--- src/rtl/seq_pkg.sv ---
`default_nettype none
// +----------------------------------------------------------------------+
// | Package : seq_pkg                                                    |
// | Shared state encoding and default code width for the period monitor. |
// | Revision: 1.0 - initial release                                      |
// +----------------------------------------------------------------------+
package seq_pkg;

  localparam int SEQ_WIDTH_DEFAULT = 4;

  typedef enum logic [1:0] {
    ST_IDLE    = 2'd0,
    ST_MEASURE = 2'd1,
    ST_DONE    = 2'd2
  } seq_state_e;

endpackage : seq_pkg
`default_nettype wire

--- src/rtl/seq_stuck_detect.sv ---
`default_nettype none
// +----------------------------------------------------------------------+
// | Module  : seq_stuck_detect                                           |
// | Sticky flag raised when two consecutive samples carry the same code. |
// | Revision: 1.0 - initial release                                      |
// +----------------------------------------------------------------------+
module seq_stuck_detect
  import seq_pkg::*;
#(
  parameter int WIDTH = SEQ_WIDTH_DEFAULT
) (
  input  logic             clk,
  input  logic             clear,
  input  logic             restart,
  input  logic             en,
  input  logic [WIDTH-1:0] q_in,
  output logic             stuck
);

  logic [WIDTH-1:0] prev_q, prev_d;
  logic             have_prev_q, have_prev_d;
  logic             stuck_q, stuck_d;

  // A restart forgets the history, so the first sample after it cannot flag.
  always_comb begin
    prev_d      = prev_q;
    have_prev_d = have_prev_q;
    stuck_d     = stuck_q;
    if (restart) begin
      have_prev_d = 1'b0;
      stuck_d     = 1'b0;
    end else if (en) begin
      if (have_prev_q && (q_in == prev_q)) begin
        stuck_d = 1'b1;
      end
      prev_d      = q_in;
      have_prev_d = 1'b1;
    end
  end

  always_ff @(posedge clk) begin
    if (clear) begin
      prev_q      <= '0;
      have_prev_q <= 1'b0;
      stuck_q     <= 1'b0;
    end else begin
      prev_q      <= prev_d;
      have_prev_q <= have_prev_d;
      stuck_q     <= stuck_d;
    end
  end

  assign stuck = stuck_q;

endmodule : seq_stuck_detect
`default_nettype wire

--- src/rtl/seq_period_monitor.sv ---
`default_nettype none
// +----------------------------------------------------------------------+
// | Module  : seq_period_monitor                                         |
// | Measures the cycle length of an upstream sequence counter.           |
// | Optional macro SEQ_VISITED_EN adds the visited-code bitmap output.   |
// | Revision: 1.0 - initial release                                      |
// +----------------------------------------------------------------------+
module seq_period_monitor
  import seq_pkg::*;
#(
  parameter int WIDTH = SEQ_WIDTH_DEFAULT
) (
  input  logic                  clk,
  input  logic                  clear,
  input  logic                  en,
  input  logic [WIDTH-1:0]      q_in,
  input  logic                  restart,
  output logic [WIDTH:0]        period,
  output logic                  period_valid,
  output logic                  overflow,
  output logic                  stuck,
  output logic                  busy
`ifdef SEQ_VISITED_EN
  ,
  output logic [2**WIDTH-1:0]   visited
`endif
);

  localparam int             DEPTH   = 2**WIDTH;
  localparam logic [WIDTH:0] CNT_ONE = {{WIDTH{1'b0}}, 1'b1};
  localparam logic [WIDTH:0] CNT_MAX = {1'b1, {WIDTH{1'b0}}};

  seq_state_e       state_q, state_d;
  logic [WIDTH:0]   cnt_q, cnt_d;
  logic [WIDTH-1:0] ref_q, ref_d;
  logic [WIDTH:0]   period_q, period_d;
  logic             period_valid_q, period_valid_d;
  logic             overflow_q, overflow_d;
  logic             take_sample;

  always_comb begin
    state_d        = state_q;
    cnt_d          = cnt_q;
    ref_d          = ref_q;
    period_d       = period_q;
    period_valid_d = period_valid_q;
    overflow_d     = overflow_q;
    take_sample    = 1'b0;
    if (restart) begin
      state_d        = ST_IDLE;
      cnt_d          = '0;
      period_d       = '0;
      period_valid_d = 1'b0;
      overflow_d     = 1'b0;
    end else begin
      case (state_q)
        ST_IDLE: begin
          if (en) begin
            ref_d       = q_in;
            cnt_d       = CNT_ONE;
            take_sample = 1'b1;
            state_d     = ST_MEASURE;
          end
        end
        ST_MEASURE: begin
          if (en) begin
            take_sample = 1'b1;
            if (q_in == ref_q) begin
              period_d       = cnt_q;
              period_valid_d = 1'b1;
              state_d        = ST_DONE;
            end else if (cnt_q == CNT_MAX) begin
              period_d   = '0;
              overflow_d = 1'b1;
              state_d    = ST_DONE;
            end else begin
              cnt_d = cnt_q + CNT_ONE;
            end
          end
        end
        ST_DONE: begin
          state_d = ST_DONE;
        end
        default: begin
          state_d = ST_IDLE;
        end
      endcase
    end
  end

  always_ff @(posedge clk) begin
    if (clear) begin
      state_q        <= ST_IDLE;
      cnt_q          <= '0;
      ref_q          <= '0;
      period_q       <= '0;
      period_valid_q <= 1'b0;
      overflow_q     <= 1'b0;
    end else begin
      state_q        <= state_d;
      cnt_q          <= cnt_d;
      ref_q          <= ref_d;
      period_q       <= period_d;
      period_valid_q <= period_valid_d;
      overflow_q     <= overflow_d;
    end
  end

  assign period       = period_q;
  assign period_valid = period_valid_q;
  assign overflow     = overflow_q;
  assign busy         = (state_q == ST_MEASURE);

  seq_stuck_detect #(
    .WIDTH (WIDTH)
  ) u_stuck (
    .clk     (clk),
    .clear   (clear),
    .restart (restart),
    .en      (en),
    .q_in    (q_in),
    .stuck   (stuck)
  );

`ifdef SEQ_VISITED_EN
  logic [DEPTH-1:0] visited_q, visited_d;

  // Sampling is already gated to IDLE-capture and MEASURE, so DONE freezes it.
  always_comb begin
    visited_d = visited_q;
    if (restart) begin
      visited_d = '0;
    end else if (take_sample) begin
      visited_d[q_in] = 1'b1;
    end
  end

  always_ff @(posedge clk) begin
    if (clear) begin
      visited_q <= '0;
    end else begin
      visited_q <= visited_d;
    end
  end

  assign visited = visited_q;
`else
  logic unused_sample;
  assign unused_sample = take_sample;
`endif

endmodule : seq_period_monitor
`default_nettype wire

--- config.mk ---
export PLATFORM = sky130hd
export DESIGN_NAME = seq_period_monitor
export DESIGN_NICKNAME = d
export VERILOG_FILES = /design/src/rtl/seq_pkg.sv /design/src/rtl/seq_stuck_detect.sv /design/src/rtl/seq_period_monitor.sv
export SDC_FILE = /design/constraint.sdc
export NUM_CORES = 1
export LEC_CHECK = 0
export BUFFER_PORTS_ARGS = -buffer_cell sky130_fd_sc_hd__buf_4
export CAP_MARGIN = 40
export CORE_UTILIZATION = 48
export DETAILED_ROUTE_END_ITERATION = 8
export GPL_ROUTABILITY_DRIVEN = 0
export PLACE_DENSITY_LB_ADDON = 0.3
export SETUP_SLACK_MARGIN = 0.1
export SYNTH_ARGS = -nofsm -noshare
export SYNTH_HDL_FRONTEND = slang
export SYNTH_SLANG_ARGS = --single-unit
--- constraint.sdc ---
create_clock -name clk -period 2.2 [get_ports clk]
set_input_delay 0 -clock clk [delete_from_list [all_inputs] [get_ports clk]]
set_output_delay 0 -clock clk [all_outputs]
set_load 0.01 [all_outputs]
==> key figures, run 1 <==
Routing
  • DR pass1 iterations: 4
  • Routed WL: 2340 µm
  • Via Count: 990
  • Number of DRC markers in iteration 0: 38
  • DR DRC count: 0
  • ANT nets after route: 0
  • Routed length per instance: 13.2 µm
  • Routed vias/inst: 5.59

Worst setup path
  • CP max FO: 6
  • Worst path arrival time: 1.90 ns
  • Req. time, crit path: 2.41 ns
  • Setup CP Type: reg2reg
  • Setup crit start kind: flop
  • Crit. End Element: flop

Yosys
  • Seq/Total Area, Yosys: 37.9%
  • Yosys reg bits: 24
  • Synth warn: 0
  • Synth Instances: 126
  • Yosys cell types: 36
  • Area leader, netlist: dfxtp_1
  • Post-Syn Nets: 138
  • Syn Area/Cell: 10.1 µm²
  • Yosys top cell area share: 37.9%
  • Post-Syn Area: 1270 µm²
  • Area contributors post-synth: dfxtp_1, mux2i_1, xor2_2

Layout
  • Final Cell Area: 1510 µm²
  • Fraction of layout cells with a size suffix above 1: 21.1%
  • Fill count: 213
  • ANT cells: 0
  • Area growth syn-to-layout: 18.8%
  • Nets: 160
  • Sequential cell area: 480 µm²
  • Footprint of the multi-input gates: 746 µm²

Outcome
  • Status: finished clean

STA
  • Fin crit period: 1.69 ns
  • Final WS setup: 0.510 ns
  • Worst slew pin tran: 0.422 ns
  • Fmax: 592 MHz
  • Final hold violations: 0
  • Fin. max-slew vios: 0
  • Period utilization: 76.8%
  • Total Neg Setup Slack: 0 ns
  • Slew headroom: 71.9%
  • Unrepaired setup endpoints after global routing: no
  • Clock Skew: 0.00270 ns
  • Final setup viols: 0

GRT
  • Pin count of the biggest net entering global routing: 14
  • Vias in the first global route: 927
  • Grt ovf: 0
  • First-pass GRT wire length: 4020 µm
  • Initial antenna violation count: 0
  • Tot GR Track Use: 19.4%

Clock network
  • H-Tree Depth: 1
  • CTS root buf: clkbuf_4
  • Clock Path Buffers: 2
  • TritonCTS clock tree: done
  • Post-CTS setup buffers: 0
  • Num CTS Buffers: 3
  • Latest clock arrival within the worst-skew pair: 0.30 ns
  • # clock sinks: 24
  • Clock slew at reported path FFs: 0.12 ns

Flow run
  • # Max-Cap Violations: 0

Floorplanning
  • Num ports: 17
  • Core area: 2480 µm²
  • Initial Util: 51.2%
  • Die area: 2850 µm²
  • Die Wd: 53.4 µm
  • Die span in y: 53.4 µm
  • Num rows: 18

Placement
  • Post-DP Area: 1400 µm²
  • Post-DP HPWL: 1740 µm
  • Dpl ws: 0.540 ns
  • Port Buf Inserts: 16

Power
  • PD cells: 535 nW/µm²
  • VDD IR max: 0.359 mV
  • LEAKAGE: 0.607 nW

Hold path
  • Type of the worst min-delay path: in2reg
[state kept, by name, indices dropped and copies added, names as in the netlist]
| signal | cells |
|---|---|
| u_stuck.have_prev_q | 1 |
| period_valid | 1 |
| u_stuck.stuck | 1 |
| period | 5 |
| overflow | 1 |
| ref_q | 4 |
| state_q | 2 |
| u_stuck.prev_q | 4 |
| cnt_q | 5 |
[worst paths after layout]
path,from,endpoint,slack (ns),depth (start not counted)
setup / recovery,cnt_q[0],state_q[0],0.51,6
hold / removal,restart,period_valid,0.02,3
setup reg to reg,cnt_q[0],state_q[0],0.51,6
hold reg to reg,state_q[1],state_q[1],0.47,2
[worst max-delay path, cell delays in order, from the launching register on]
cell      delay [ns]
dfxtp_1         0.45
inv_1           0.07
ha_1            0.21
and4bb_2        0.27
a41oi_1         0.25
a21boi_1        0.11
o221a_1         0.24
[layer usage]
metal	part of all wire (%)	up-vias	track usage [%]
met3	4.3	6	2.59
met5	0	-	0
met4	1.2	0	6.58
met2	47	34	32.1
met1	47	459	25.3
li1	-	491	-
[power by group]
group	switching [mW]	internal, mW	leakage, nW
Clock	0.122	0.101	0.0210
Combinational	0.0708	0.0559	0.391
Sequential	0.0109	0.445	0.195
[area by class of cell]
class / instances / share of cell area (%)
Inverter: 4 / 0.998
Tap cell: 30 / 2.49
Multi-Input combinational cell: 92 / 49.5
Clock buffer: 4 / 2.41
Sequential cell: 24 / 31.9
Timing Repair Buffer: 23 / 12.6
[what timing repair did]
action | 4_1_cts | 5_1_grt
hold buffers | 7 | 0
resized for setup | 0 | 0
endpoints found under the hold margin | 9 | 0
[kinds of logic (layout without fill, tap and decap cells)]
logic type	after synthesis	after routing	share of synthesized area, %
AO/OA/AOI/OAI	29	29	21.0
XOR/XNOR	12	12	10.7
adder cells (fa/ha/maj)	4	4	3.95
buffers and inverters	10	31	3.26
flip-flops	24	24	37.9
multiplexers	9	9	7.11
AND/OR/NAND/NOR	38	38	16.1
[cell usage after synthesis]
master and number:
nand4_1 1, xor2_2 4, nand4b_1 1, a41oi_1 2, and4_1 1, o31a_1 1
nor2_1 16, a21oi_1 3, nand3b_1 3, xor2_1 3, inv_1 4, a22o_1 5
nor3_1 2, and2_1 1, or2_1 1, a41oi_2 1, o211ai_1 3, dfxtp_1 24
clkbuf_1 3, mux2i_1 9, o21a_1 2, and4bb_2 1, nor3_2 1, o221a_1 1
o41ai_4 2, a31oi_1 3, nand4bb_1 1, xnor2_1 5, nand2b_1 1, a21oi_2 2
ha_1 4, nand2_1 4, buf_2 3, a21boi_1 2, nand3_1 4, o21ai_1 2
[through the flow]
stage               util [%]  instances  hold slack (ns)  power (mW)
floorplan                  -        126            0.144       0.552
global placement        56.5        166            0.248       0.578
detailed placement      56.5        166            0.260       0.582
CTS                     60.8        177          0.00896       0.821
global route            60.8        177           0.0412       0.846
finish                  60.8        177           0.0175       0.806
[cells in the final DEF (no fill, tap or decap), types with 2 or more instances in the layout]
cell	count
nand2_1	4
xor2_1	3
a22o_1	5
buf_4	16
nand3_1	4
a21oi_1	3
nor3_1	2
ha_1	4
a41oi_1	2
xor2_2	4
o21a_1	2
o41ai_4	2
dlygate4sd3_1	7
a21boi_1	2
o21ai_1	2
o211ai_1	3
xnor2_1	5
inv_1	4
a21oi_2	2
a31oi_1	3
nand3b_1	3
dfxtp_1	24
clkbuf_4	3
nor2_1	16
mux2i_1	9
(Power assumes the default switching activity.)
==> inputs of run 2 (changes only) <==
==> constraint.sdc (replaced) <==
create_clock -name clk -period 1.7 [get_ports clk]
set_input_delay 0 -clock clk [delete_from_list [all_inputs] [get_ports clk]]
set_output_delay 0 -clock clk [all_outputs]
set_load 0.01 [all_outputs]
==> run 2 against run 1 <==
Compared with the run above:
- worst setup slack got worse by 0.36 ns
- flip-flop and latch count unchanged
- clock power is 34% higher
- critical endpoint is now period[4]
- largest cell class unchanged
==> key figures, run 2 (synthesis results as in run 1) <==
GRT
  • Busiest grt layer: met2
  • Vias in the first global route: 943 (+1.7%)
  • Met1 GRT Util: 25.4% (+0.088 points)
  • Grt ovf: 0 (unchanged)
  • Met3 Resource Use GR: 2.87% (+0.29 points)
  • GR Util met2: 31.0% (-1.0 points)
  • Pin count of the biggest net entering global routing: 14 (unchanged)
  • First-pass GRT wire length: 4080 µm (+1.4%)
  • Tot GR Track Use: 19.8% (+0.44 points)
  • Initial antenna violation count: 0 (unchanged)

Worst setup path
  • CP max FO: 5 (-1)
  • Critical-path cell list: xor2_2 > o41ai_4 > a21oi_2 > a22o_1
  • RR Endpoint: period[4]
  • Reg2reg start: ref_q[1]
  • Setup crit start kind: flop
  • Setup CP Type: reg2reg
  • Req. time, crit path: 1.92 ns (-0.49 ns)
  • Worst path arrival time: 1.77 ns (-0.13 ns)
  • Max stage delay cell, worst path: dfxtp_1
  • Crit. End Element: flop
  • R2R setup slack: 0.15 ns (-0.36 ns)
  • FF-to-FF path depth: 4 (-2)
  • Largest stage delay on the critical path: 0.47 ns (+0.02 ns)

STA
  • Unrepaired setup endpoints after global routing: yes
  • Final WS setup: 0.153 ns (-0.357 ns)
  • Slew headroom: 69.8% (-2.0 points)
  • Fin crit period: 1.55 ns (-0.143 ns)
  • Fin. max-slew vios: 0 (unchanged)
  • Final setup viols: 0 (unchanged)
  • Final hold violations: 0 (unchanged)
  • Worst slew pin tran: 0.452 ns (+0.0305 ns)
  • Total Neg Setup Slack: 0 ns (unchanged)
  • Clock Skew: 0.00102 ns (-0.00168 ns)
  • Period utilization: 91.0% (+14 points)
  • Fmax: 646 MHz (+9.2%)

Routing
  • Via Count: 1013 (+2.3%)
  • DR DRC count: 0 (unchanged)
  • DR pass1 iterations: 4 (unchanged)
  • ANT nets after route: 0 (unchanged)
  • Number of DRC markers in iteration 0: 28 (-26%)
  • Routed WL: 2500 µm (+6.9%)
  • Routed vias/inst: 5.66 (+1.2%)
  • Routed length per instance: 13.9 µm (+5.7%)

Flow run
  • # Max-Cap Violations: 0 (unchanged)

Placement
  • Post-DP Area: 1410 µm² (+1.1%)
  • Dpl ws: 0.0849 ns (-0.455 ns)
  • Port Buf Inserts: 16 (unchanged)
  • Post-DP HPWL: 1810 µm (+4.0%)

Floorplanning
  • Num rows: 18 (unchanged)
  • Die area: 2850 µm² (unchanged)
  • Initial Util: 51.2% (unchanged)
  • Num ports: 17 (unchanged)
  • Die span in y: 53.4 µm (unchanged)
  • Die Wd: 53.4 µm (unchanged)
  • Core area: 2480 µm² (unchanged)

Clock network
  • Num CTS Buffers: 3 (unchanged)
  • # clock sinks: 24 (unchanged)
  • TritonCTS clock tree: done
  • CTS root buf: clkbuf_4
  • H-Tree Depth: 1 (unchanged)
  • Clock slew at reported path FFs: 0.13 ns (about the same)
  • Clock Path Buffers: 2 (unchanged)
  • Latest clock arrival within the worst-skew pair: 0.31 ns (about the same)

Layout
  • Area growth syn-to-layout: 24.6%
  • Nets: 162 (+1.3%)
  • Commonest non-fill, non-tap cell in the layout: dfxtp_1
  • Layout Utilization: 63.7% (+3.0 points)
  • Final Cell Area: 1580 µm² (+4.9%)
  • Footprint of the multi-input gates: 800 µm² (+7.2%)
  • Fraction of layout cells with a size suffix above 1: 28.2% (+7.1 points)
  • Most frequent cells in the layout: dfxtp_1, buf_4, nor2_1, mux2i_1, dlygate4sd3_1
  • Sequential cell area: 485 µm² (+1.0%)
  • ANT cells: 0 (unchanged)
  • Fill count: 190 (-11%)

Power
  • VDD IR max: 0.424 mV (+18%)
  • PD cells: 680 nW/µm² (+27%)
  • LEAKAGE: 0.638 nW (+5.1%)

Outcome
  • Status: finished clean

Hold path
  • Worst Hold Path EP: period_valid
  • Type of the worst min-delay path: in2reg
  • WHS Path Cells: 3 (unchanged)
  • HP Start: restart
run 2: changes by cell type in the layout (fill, tap and decap cells not counted), sizes merged:
cell / change
buf: +2
run 2: worst max-delay path: cells and delay by family (launching register included):
kind / cells / cell delay (ns)
compound gates: 3 / 0.82
xor+xnor: 1 / 0.16
flops: 1 / 0.47
run 2: worst max-delay path by stage:
stage	endpoint	slack, ns	depth (start not counted)	start
6_report	period[4]	0.15	4	ref_q[1]
5_1_grt	period[4]	0.09	4	ref_q[1]
4_1_cts	state_q[0]	0.12	6	cnt_q[0]
3_5_place_dp	state_q[0]	0.08	6	cnt_q[0]
3_3_place_gp	state_q[0]	0.16	6	cnt_q[0]
2_1_floorplan	cnt_q[4]	0.16	7	state_q[1]
run 2: report_power, final:
group          switching, mW  internal (mW)  leakage [nW]
registers             0.0159          0.576         0.196
clock network          0.167          0.131        0.0210
logic                  0.102         0.0812         0.421
run 2: repair_timing:
| item | in CTS | in global routing |
|---|---|---|
| resized for setup | 2 | 9 |
| buffers inserted | 0 | 0 |
| hold buffers | 7 | 0 |
| endpoints found under the hold margin | 9 | 0 |
| endpoints found under the setup margin | 1 | 4 |
| cloned | 0 | 0 |
run 2: final cells by class:
class	count	area share (%)
multi-input cells	92	50.6
flip-flops and latches	24	30.7
repair buffers	25	13.0
well taps	30	2.38
clock buffers	4	2.30
inverters	4	0.951
run 2: per-layer routing:
metal | vias to the layer above | part of all wire (%) | wire [µm]
met5 | - | 0 | 0
met4 | 0 | 2.6 | 65
met3 | 8 | 2.9 | 73
met2 | 26 | 45 | 1130
met1 | 480 | 49 | 1230
li1 | 499 | - | -
run 2: through the flow:
| step | cells | power (mW) | hold slack (ns) |
|---|---|---|---|
| floorplan | 126 | 0.714 | 0.144 |
| global placement | 168 | 0.751 | 0.246 |
| detailed placement | 168 | 0.757 | 0.253 |
| CTS | 179 | 1.08 | 0.00878 |
| global route | 179 | 1.13 | 0.0392 |
| finish | 179 | 1.07 | 0.0332 |
